**config.mk**
```make
export PLATFORM = sky130hd
export DESIGN_NAME = daq_framer
export DESIGN_NICKNAME = d
export VERILOG_FILES = /design/src/rtl/daq_framer.sv
export SDC_FILE = /design/constraint.sdc
export NUM_CORES = 1
export LEC_CHECK = 0
export BUFFER_PORTS_ARGS = -buffer_cell sky130_fd_sc_hd__clkbuf_2
export CAP_MARGIN = 20
export CORE_ASPECT_RATIO = 1.75
export CORE_UTILIZATION = 40
export DETAILED_ROUTE_END_ITERATION = 7
export GPL_ROUTABILITY_DRIVEN = 0
export PLACE_DENSITY = 0.71
export SLEW_MARGIN = 0
export SYNTH_ARGS = -nofsm -noshare
export SYNTH_HDL_FRONTEND = slang
export SYNTH_SLANG_ARGS = --single-unit
```
**constraint.sdc**
```tcl
create_clock -name clk -period 6.75 [get_ports clk]
set_input_delay 1.0125 -clock clk [delete_from_list [all_inputs] [get_ports clk]]
set_output_delay 1.0125 -clock clk [all_outputs]
set_load 0.03 [all_outputs]
```
**src/rtl/daq_framer.sv**
```systemverilog
// Drains the DAQ word ring and length FIFO and emits one big-endian byte frame per packet.
// Optional CRC-16/CCITT-FALSE trailer is enabled by defining DAQ_FRAMER_CRC_EN.
module daq_framer #(
    parameter int          MAC_PACKET_BITS = 11,
    parameter logic [7:0]  FRAME_TYPE      = 8'hDA
) (
    input  logic                       clk,
    input  logic                       rst,
    input  logic [31:0]                systime,
    input  logic [MAC_PACKET_BITS-1:0] daq_len,
    input  logic                       daq_len_ready,
    output logic                       daq_len_rd_en,
    input  logic [31:0]                daq_data,
    output logic                       daq_data_rd_en,
    output logic [7:0]                 mac_tx_data,
    output logic                       mac_tx_valid,
    output logic                       mac_tx_last,
    input  logic                       mac_tx_ready,
    output logic [15:0]                frames_sent
);

`ifdef DAQ_FRAMER_CRC_EN
    typedef enum logic [1:0] {IDLE, HDR, PAY, CRC} state_t;
`else
    typedef enum logic [1:0] {IDLE, HDR, PAY} state_t;
`endif

    state_t                     state, state_next;
    logic [2:0]                 idx, idx_next;
    logic [MAC_PACKET_BITS-1:0] len_q, words_left;
    logic [31:0]                time_q, word_q;
    logic [7:0]                 seq;
    logic [15:0]                frames_cnt;
    logic [15:0]                len16;
    logic                       end_pos, fetch, payload_end, frame_done;

    assign len16       = 16'(len_q);
    assign frames_sent = frames_cnt;

    function automatic logic [7:0] hdr_byte(input logic [2:0] i, input logic [7:0] sq,
                                            input logic [15:0] ln, input logic [31:0] tm);
        case (i)
            3'd0:    hdr_byte = FRAME_TYPE;
            3'd1:    hdr_byte = sq;
            3'd2:    hdr_byte = ln[15:8];
            3'd3:    hdr_byte = ln[7:0];
            3'd4:    hdr_byte = tm[31:24];
            3'd5:    hdr_byte = tm[23:16];
            3'd6:    hdr_byte = tm[15:8];
            default: hdr_byte = tm[7:0];
        endcase
    endfunction

    function automatic logic [7:0] word_byte(input logic [1:0] i, input logic [31:0] w);
        case (i)
            2'd0:    word_byte = w[31:24];
            2'd1:    word_byte = w[23:16];
            2'd2:    word_byte = w[15:8];
            default: word_byte = w[7:0];
        endcase
    endfunction

`ifdef DAQ_FRAMER_CRC_EN
    logic [15:0] crc;

    function automatic logic [15:0] crc16_upd(input logic [15:0] c, input logic [7:0] b);
        logic [15:0] r;
        r = c;
        for (int i = 7; i >= 0; i--) begin
            if (r[15] ^ b[i]) r = {r[14:0], 1'b0} ^ 16'h1021;
            else              r = {r[14:0], 1'b0};
        end
        return r;
    endfunction
`endif

    always_comb begin
        state_next     = state;
        idx_next       = idx;
        mac_tx_valid   = 1'b0;
        mac_tx_data    = 8'h00;
        mac_tx_last    = 1'b0;
        daq_len_rd_en  = 1'b0;
        fetch          = 1'b0;
        payload_end    = 1'b0;
        frame_done     = 1'b0;
        end_pos        = 1'b0;

        case (state)
            IDLE: begin
                if (daq_len_ready) begin
                    daq_len_rd_en = 1'b1;
                    state_next    = HDR;
                    idx_next      = 3'd0;
                end
            end
            HDR: begin
                mac_tx_valid = 1'b1;
                mac_tx_data  = hdr_byte(idx, seq, len16, time_q);
                end_pos      = (idx == 3'd7);
                if (mac_tx_ready && !end_pos) idx_next = idx + 3'd1;
            end
            PAY: begin
                mac_tx_valid = 1'b1;
                mac_tx_data  = word_byte(idx[1:0], word_q);
                end_pos      = (idx[1:0] == 2'd3);
                if (mac_tx_ready && !end_pos) idx_next = idx + 3'd1;
            end
`ifdef DAQ_FRAMER_CRC_EN
            CRC: begin
                mac_tx_valid = 1'b1;
                mac_tx_data  = idx[0] ? crc[7:0] : crc[15:8];
                mac_tx_last  = idx[0];
                if (mac_tx_ready) begin
                    if (idx[0]) begin
                        frame_done = 1'b1;
                        state_next = IDLE;
                    end else begin
                        idx_next = 3'd1;
                    end
                end
            end
`endif
            default: state_next = IDLE;
        endcase

        // Boundary of a header or word: fetch the next word, or close the payload.
        if (end_pos && mac_tx_ready) begin
            if (words_left != '0) begin
                fetch      = 1'b1;
                state_next = PAY;
                idx_next   = 3'd0;
            end else begin
                payload_end = 1'b1;
            end
        end

`ifdef DAQ_FRAMER_CRC_EN
        if (payload_end) begin
            state_next = CRC;
            idx_next   = 3'd0;
        end
`else
        mac_tx_last = end_pos && (words_left == '0);
        if (payload_end) begin
            frame_done = 1'b1;
            state_next = IDLE;
        end
`endif

        // A pop during reset would be lost along with the aborted frame.
        if (rst) begin
            daq_len_rd_en = 1'b0;
            fetch         = 1'b0;
        end
        daq_data_rd_en = fetch;
    end

    always_ff @(posedge clk) begin
        if (rst) begin
            state      <= IDLE;
            idx        <= 3'd0;
            words_left <= '0;
            seq        <= 8'h00;
            frames_cnt <= 16'h0000;
        end else begin
            state <= state_next;
            idx   <= idx_next;
            if (daq_len_rd_en)  words_left <= daq_len;
            else if (fetch)     words_left <= words_left - 1'b1;
            if (frame_done) begin
                seq        <= seq + 8'h01;
                frames_cnt <= frames_cnt + 16'h0001;
            end
        end
    end

    always_ff @(posedge clk) begin
        if (daq_len_rd_en) begin
            len_q  <= daq_len;
            time_q <= systime;
        end
        if (fetch) word_q <= daq_data;
`ifdef DAQ_FRAMER_CRC_EN
        if (daq_len_rd_en)
            crc <= 16'hFFFF;
        else if (mac_tx_valid && mac_tx_ready && state != CRC)
            crc <= crc16_upd(crc, mac_tx_data);
`endif
    end

endmodule

```
==> impl_metrics.csv, run 1 <==
group,metric,value,unit
run_status,outcome,"complete, no violations",
cts,cts_hold_buf,0,
power,powerDensity,283,nW/um^2
die,io_pins,107,
power,power_frac_clock,49.8,%
routing,wl,14.0,mm
routing,drt-initial-drc-count,300,
timing,setup_tns,0,ns
logic_synthesis,synth_warnings,0,
power,combPwrFrac,7.7,%
placement,dp_hpwl,9.90,mm
logic_synthesis,netlist_instances,457,
global_routing,track_usage,21.2,%
die,fp.dieW,88.5,um
global_routing,grt_pass1_vias,4196,
cts,numCtsBuffers,17,
cells_and_area,fin_nets,645,
timing,fmax,230,MHz
cells_and_area,n_antenna_cell,0,
logic_synthesis,synth.distinct_cells,51,
timing,finClkSkew,0.00934,ns
cts,clkTransAtPathRegs,0.06,ns
setup_path,start_kind,"flop",
logic_synthesis,yosysSeqAreaShare,58.2,%
timing,maxSlewHeadroom,34.7,%
cts,cts_root_buf,"clkbuf_16",
job,maxCapViolCount,0,
setup_path,worst_setup_path_end_kind,"output pin",
die,start_util,40.7,%
logic_synthesis,avgSynthCellArea,11.5,um^2
cts,clk-insertion-delay-late,0.42,ns
global_routing,antenna_found_initial,0,
timing,post-route-min-period,4.35,ns
cts,cts_tree,"yes",
routing,vias,4268,
cts,clockBufferDepth,2,
logic_synthesis,synth_flop_cell,"edfxtp_1",
die,die_area,13600,um^2
cells_and_area,fillCellCount,1139,
setup_path,cp_max_fo,33,
routing,dr.pass1.iters,6,
routing,avgViaCountPerCell,5.79,
logic_synthesis,synth_seq_cells,115,
placement,io_buffers,106,
cts,ctsResizeCount,0,
power,switching_share,22.0,%
routing,drc,0,
cts,cts_max_level,4,
power,power_switching,0.404,mW
timing,hold_viol_final,0,
logic_synthesis,syn-num-nets,549,
power,power.total,1.84,mW
logic_synthesis,netlist_area,5240,um^2
setup_path,rrSetupSlack,3.77,ns
power,max-vdd-ir-drop,0.191,mV
cells_and_area,multi_input_area,2000,um^2
logic_synthesis,synth-edff-count,75,
die,core-area,12900,um^2
power,pwr-share-seq,42.5,%
routing,routedWlPerCell,19.0,um
die,dieHeight,153,um
cts,clock-sinks,115,
routing,ant_nets,0,
power,p_int,1.43,mW
cells_and_area,fin_util,50.4,%
setup_path,arrival,3.34,ns
timing,rsz0062_at_grt,"no",
setup_path,cp.required,5.74,ns
min_path,hold_class,"flop to flop",
die,rows,55,
logic_synthesis,async_flop_share,0,%
timing,drv_slew,0,
global_routing,grt_max_degree,49,
power,power_leakage,2.41,nW
cells_and_area,final_layout_size_suffix_gt1_share,28.8,%
cells_and_area,area_growth,23.8,%
global_routing,grt_pass1_wl,21.4,mm
timing,tightest_slew,0.979,ns
timing,setup_viol,0,
global_routing,overflow,0,
timing,fin_crit_sh,64.5,%
cells_and_area,ff_latch_area,3050,um^2
cts,post_cts_buffers,0,
setup_path,crit_type,"flop to output pin",
==> metrics by stage <==
step	cells	setup slack [ns]	hold slack (ns)	area, um^2
2_1_floorplan	457	1.28	0.460	5240
3_3_place_gp	705	2.92	0.480	5890
3_5_place_dp	705	2.79	0.501	5890
4_1_cts	737	2.40	0.508	6490
5_1_grt	737	2.13	0.524	6490
6_report	737	2.40	0.508	6490
==> final timing paths <==
kind,start,end,depth (start not counted)
setup / recovery,state[0]$_SDFF_PP0_,daq_data_rd_en,7
hold / removal,seq[7]$_SDFFE_PP0P_,seq[7]$_SDFFE_PP0P_,2
setup reg to reg,state[0]$_SDFF_PP0_,word_q[31]$_DFFE_PP_,6
hold reg to reg,seq[7]$_SDFFE_PP0P_,seq[7]$_SDFFE_PP0P_,2
==> cells by family (layout without fill, tap and decap cells) <==
| family | count (synthesis) | in the layout | synth area share (%) |
|---|---|---|---|
| buf+inv | 48 | 157 | 3.75 |
| mux | 11 | 11 | 2.36 |
| compound gates | 120 | 120 | 16.6 |
| flops | 115 | 115 | 58.2 |
| simple gates | 150 | 150 | 15.9 |
| fa+ha+maj | 13 | 13 | 3.10 |
==> synthesized netlist by cell type, types with 4 or more instances <==
cell	count	area, um^2
nor2_1	21	78.8
nor3_1	7	35.0
a22oi_1	4	30.0
o21ai_0	23	115
nand3_1	18	90.1
ha_1	13	163
nor4_1	10	62.6
and4_1	5	43.8
a32oi_1	5	43.8
o31ai_1	10	75.1
mux2_2	11	124
edfxtp_1	75	2250
or4_1	11	82.6
nand2_1	31	116
clkbuf_1	31	116
a211oi_1	7	52.6
a21boi_0	7	52.6
or3_1	7	43.8
a21oi_1	16	80.1
or2_2	6	37.5
nor2b_1	11	68.8
dfxtp_1	40	801
o2111ai_1	4	35.0
o41ai_1	4	35.0
inv_1	13	48.8
a222oi_1	13	130
nand4_1	6	37.5
a31oi_1	7	43.8
==> area by class of cell <==
cell class / instances / share of cell area (%)
clock buffer: 20 / 6.73
clock inverter: 12 / 2.51
inverter: 14 / 0.810
multi-input combinational: 294 / 30.9
sequential: 115 / 47.0
tap: 171 / 3.30
timing repair buffer: 111 / 8.75
==> layout by cell type (no fill, tap or decap), drive strengths merged, types with 4 or more instances in the layout <==
master	instances
o2111ai	4
nor3	7
nand4	6
o21ai	23
nand3	18
buf	5
nor2	21
a222oi	13
inv	13
bufinv	4
or3	7
o41ai	4
a31oi	7
mux2	11
dfxtp	40
o31ai	10
nand2	31
a21oi	16
a22oi	4
clkbuf	126
or2	6
ha	13
clkinv	7
nor4	10
or4	13
and4	5
a21boi	7
edfxtp	75
nor2b	11
a32oi	5
a211oi	7
==> critical path, cell delays in order, from the launching register on <==
cell and delay [ns]:
dfxtp_1 0.40, inv_1 0.11, ha_1 0.54, and3_1 0.30
nand2_1 0.56, nor3_2 0.29, buf_4 0.41, clkbuf_2 0.28
==> registers in the layout, summed over array words and instances, names as in the netlist <==
register and count:
seq 8, time_q 32, frames_sent 16, idx 3
word_q 32, len_q 11, state 2, words_left 11
==> per-layer routing <==
layer | vias to the layer above | global-route usage (%) | share of wire [%]
li1 | 2002 | - | -
met1 | 2083 | 22.0 | 36
met2 | 155 | 38.6 | 56
met3 | 28 | 4.70 | 5.6
met4 | 0 | 10.8 | 2.6
met5 | - | 0 | 0
==> power groups by stage <==
stage | combinational, mW | sequential [mW] | clock [mW]
finish | 0.141 | 0.781 | 0.914
global route | 0.153 | 0.782 | 0.956
CTS | 0.141 | 0.781 | 0.923
detailed placement | 0.139 | 0.795 | 0
global placement | 0.136 | 0.794 | 0
floorplan | 0.0889 | 0.791 | 0
Note: power is estimated with default switching activity, not from simulation.
==> inputs of run 2 (changes only) <==
clock period = 4.2 ns   (was 6.75 ns; I/O delays follow)
==> run 2 against run 1 <==
Compared with the run above: clock power is 75% higher; non-clock buffer count rose by 6; cell area is 1.6% higher; critical path depth grew 1; first-iteration DRC count is 15% higher; cell count grew 0.81%; power rose by 68%; critical endpoint is now mac_tx_data[2]; largest power group unchanged.
==> impl_metrics.csv, run 2 (synthesized netlist as in run 1, its figures left out) <==
group,metric,value,unit
cells_and_area,fillCellCount,1158,
timing,holdWs,0.389,ns
routing,drc,0,
die,die_area,13600,um^2
cells_and_area,final_layout_size_suffix_gt1_share,29.7,%
cts,clk-insertion-delay-late,0.42,ns
die,start_util,40.7,%
placement,io_buffers,106,
timing,tightest_slew,0.875,ns
setup_path,path_buf_inv,3,
min_path,hold_depth,1,
cts,ctsResizeCount,0,
global_routing,overflow,0,
routing,vias,4321,
cts,numCtsBuffers,17,
cts,post_cts_buffers,0,
setup_path,path_cells,"inv_1 > ha_1 > buf_4 > or3_1 > nor2_1 > a32oi_1 > a21boi_0 > clkbuf_2",
global_routing,antenna_found_initial,0,
setup_path,worst_path_max_delay_cell,"dfxtp_1",
cells_and_area,final_common_cell,"clkbuf_2",
setup_path,start_kind,"flop",
cts,clockBufferDepth,2,
global_routing,track_usage,22.1,%
setup_path,cp_max_fo,15,
routing,ant_nets,0,
setup_path,crit_family,"simple AND/OR/NAND/NOR gates",
cells_and_area,fin_util,51.2,%
cts,cts_root_buf,"clkbuf_16",
cts,clock-sinks,115,
power,power.total,3.09,mW
placement,dp_hpwl,10.2,mm
global_routing,grt_max_degree,48,
setup_path,worst_path_largest_cell_delay,0.43,ns
cts,cts_tree,"yes",
setup_path,r2r-start,"state[0]$_SDFF_PP0_",
setup_path,cp.required,3.57,ns
cts,cts_max_level,4,
global_routing,use_met2,39.8,%
global_routing,globalRouteMet1Util,23.1,%
timing,drv_slew,0,
global_routing,grt_pass1_wl,22.3,mm
setup_path,worst_setup_path_end_kind,"output pin",
min_path,hold_class,"input port to flop",
routing,wl,14.5,mm
timing,setup_slack,0.479,ns
setup_path,rrSetupSlack,1.37,ns
routing,drt-initial-drc-count,345,
job,maxCapViolCount,0,
placement,dp_slack,1.04,ns
timing,hold_viol_final,0,
cells_and_area,final_cell_mix,"clkbuf_2, edfxtp_1, dfxtp_1",
run_status,outcome,"complete, no violations",
power,power_leakage,2.47,nW
cts,clkTransAtPathRegs,0.06,ns
min_path,hp-start,"daq_data[16]",
min_path,min_to,"word_q[16]$_DFFE_PP_",
cells_and_area,n_antenna_cell,0,
timing,finClkSkew,0.00823,ns
power,max-vdd-ir-drop,0.282,mV
timing,post-route-min-period,3.72,ns
die,fp.dieW,88.5,um
timing,fin_crit_sh,88.6,%
timing,rsz0062_at_grt,"no",
timing,fmax,269,MHz
die,dieHeight,153,um
setup_path,r2r_end,"words_left[8]$_SDFFE_PP0P_",
cells_and_area,area_growth,25.8,%
timing,maxSlewHeadroom,41.6,%
die,core-area,12900,um^2
setup_path,crit_type,"flop to output pin",
cts,cts_hold_buf,0,
routing,avgViaCountPerCell,5.82,
routing,dr.pass1.iters,5,
die,io_pins,107,
cells_and_area,fin_nets,651,
power,powerDensity,468,nW/um^2
setup_path,reg2regPathDepth,6,
die,rows,55,
routing,routedWlPerCell,19.5,um
global_routing,grt_util_met3,5.51,%
global_routing,grt_pass1_vias,4416,
global_routing,grt.busiest_layer,"met2",
setup_path,arrival,3.09,ns
timing,setup_viol,0,
timing,setup_tns,0,ns
run 2: worst max path at each step:
stage	slack [ns]	from	cells after the start	endpoint
2_1_floorplan	0.34	state[0]$_SDFF_PP0_	7	daq_data_rd_en
4_1_cts	0.55	idx[0]$_SDFF_PP0_	8	mac_tx_data[2]
5_1_grt	0.39	idx[0]$_SDFF_PP0_	8	mac_tx_data[2]
3_5_place_dp	1.04	idx[0]$_SDFF_PP0_	8	mac_tx_data[2]
3_3_place_gp	1.31	idx[0]$_SDFF_PP0_	8	mac_tx_data[3]
6_report	0.48	idx[0]$_SDFF_PP0_	8	mac_tx_data[2]
run 2: area by class of cell:
| cell class | instances | area [um^2] | share of cell area [%] |
|---|---|---|---|
| clock inverter | 10 | 176 | 2.68 |
| sequential | 115 | 3050 | 46.3 |
| inverter | 14 | 52.6 | 0.797 |
| timing repair buffer | 117 | 613 | 9.30 |
| clock buffer | 22 | 475 | 7.21 |
| multi-input combinational | 294 | 2010 | 30.5 |
| tap | 171 | 214 | 3.24 |
run 2: report_power, final:
part	total, mW	internal [mW]	switching [mW]
clock network	1.60	1.10	0.500
logic	0.235	0.0878	0.147
registers	1.26	1.24	0.0178
total	3.09	2.42	0.665
run 2: routing by layer:
layer,vias to the layer above,wire [um]
li1,2004,-
met4,0,461
met5,-,0
met1,2104,5250
met2,181,7920
met3,32,846
run 2: per-stage QoR:
stage / cells / cell area (um^2)
finish: 743 / 6590
global route: 743 / 6590
CTS: 743 / 6590
detailed placement: 711 / 5940
global placement: 711 / 5940
floorplan: 457 / 5250
==> inputs of run 3 (changes only) <==
clock period = 4.8 ns   (was 4.2 ns; I/O delays follow)
==> run 3 against run 2 <==
Compared with the run above: cell area is 1.5% lower; setup slack better by 0.53 ns; largest power group unchanged; cell count is 0.81% lower; sequential share of layout area is 0.70 points higher; die area stayed put.
==> impl_metrics.csv, run 3 (synthesized netlist as in run 1, its figures left out) <==
group,metric,value,unit
placement,io_buffers,106,
timing,tightest_slew,0.986,ns
global_routing,grt_max_degree,49,
cells_and_area,instances_no_fill,737,
cells_and_area,final_common_cell,"clkbuf_2",
die,core-area,12900,um^2
die,dieHeight,153,um
die,die_area,13600,um^2
cts,post_cts_buffers,0,
routing,wl,14.0,mm
timing,setup_viol,0,
timing,setup_tns,0,ns
cells_and_area,final_cell_mix,"clkbuf_2, edfxtp_1, dfxtp_1",
routing,vias,4272,
power,power_leakage,2.41,nW
global_routing,antenna_found_initial,0,
timing,fin_crit_sh,78.9,%
timing,maxSlewHeadroom,34.1,%
cts,numCtsBuffers,17,
timing,setup_slack,1.01,ns
timing,post-route-min-period,3.79,ns
cells_and_area,fin_nets,645,
timing,holdWs,0.488,ns
placement,placed_area,5890,um^2
global_routing,grt_pass1_wl,21.9,mm
die,start_util,40.7,%
timing,fmax,264,MHz
routing,drc,0,
cells_and_area,fillCellCount,1170,
cells_and_area,n_antenna_cell,0,
setup_path,worst_setup_path_end_kind,"output pin",
run_status,outcome,"complete, no violations",
global_routing,grt_pass1_vias,4349,
job,maxCapViolCount,0,
routing,routedWlPerCell,19.0,um
timing,drv_slew,0,
routing,route.met3.wl,686,um
cts,cts_max_level,4,
setup_path,rrSetupSlack,1.61,ns
cts,clk-insertion-delay-late,0.40,ns
global_routing,overflow,0,
cts,cts_hold_buf,0,
timing,hold_viol_final,0,
timing,finClkSkew,0.00730,ns
timing,rsz0062_at_grt,"no",
die,fp.dieW,88.5,um
die,rows,55,
setup_path,crit_type,"flop to output pin",
die,io_pins,107,
cts,ctsResizeCount,0,
power,powerDensity,397,nW/um^2
cts,cts_tree,"yes",
routing,dr.pass1.iters,4,
routing,drt-met1-wl,5.17,mm
routing,maxUsedRoutingLayer,"met4",
min_path,hold_class,"input port to flop",
cts,cts_root_buf,"clkbuf_16",
setup_path,cp.required,4.08,ns
routing,drt-initial-drc-count,254,
cts,clock-sinks,115,
power,max-vdd-ir-drop,0.223,mV
placement,dp_slack,1.48,ns
cells_and_area,fin_util,50.5,%
placement,dp_hpwl,10.1,mm
routing,avgViaCountPerCell,5.80,
routing,ant_nets,0,
cells_and_area,final_layout_size_suffix_gt1_share,28.8,%
setup_path,cp_max_fo,31,
setup_path,start_kind,"flop",
power,power.total,2.58,mW
cells_and_area,area_growth,23.9,%
cells_and_area,final_area,6500,um^2
placement,dp.cells,704,
setup_path,arrival,3.07,ns
cts,clockBufferDepth,2,
cts,clkTransAtPathRegs,0.05,ns
routing,dr_wl_met2,7.70,mm
global_routing,track_usage,21.6,%
## run 3: cell count changes in the layout (fill, tap and decap cells not counted), sizes merged
cell / previous run / this run
buf: 11 / 5
clkinv: 5 / 7
clkbuf: 128 / 126
bufinv: 5 / 4
clkinvlp: 1 / 2
## run 3: power breakdown
group / internal, mW / total (mW) / switching (mW) / leakage [nW]
Sequential: 1.08 / 1.10 / 0.0158 / 1.01
Combinational: 0.0740 / 0.200 / 0.126 / 1.11
Clock: 0.859 / 1.28 / 0.422 / 0.289
## run 3: worst max-delay path: stages (launching register included)
cell	delay [ns]
dfxtp_1	0.42
inv_1	0.12
ha_1	0.56
and3_1	0.30
nand2_1	0.58
nor3_4	0.41
clkbuf_2	0.26
## run 3: layout make-up
type	instances	area (um^2)	area share, %
sequential	115	3050	47.0
multi-input combinational	294	2010	30.9
timing repair buffer	111	568	8.74
clock buffer	20	437	6.72
tap	171	214	3.29
clock inverter	12	163	2.50
inverter	14	52.6	0.809
## run 3: metal layers
layer / vias to the layer above / GRT usage, %
met4: 0 / 9.37
met1: 2110 / 22.5
li1: 1994 / -
met3: 22 / 5.72
met2: 146 / 39.3
met5: - / 0
## run 3: path summary, 6_finish.rpt
path	start	end	cells past startpoint
worst max-delay path	state[0]$_SDFF_PP0_	daq_data_rd_en	6
worst min-delay path	systime[0]	time_q[0]$_DFFE_PP_	1
worst max register to register	state[0]$_SDFF_PP0_	word_q[6]$_DFFE_PP_	6
worst min register to register	seq[5]$_SDFFE_PP0P_	seq[5]$_SDFFE_PP0P_	2
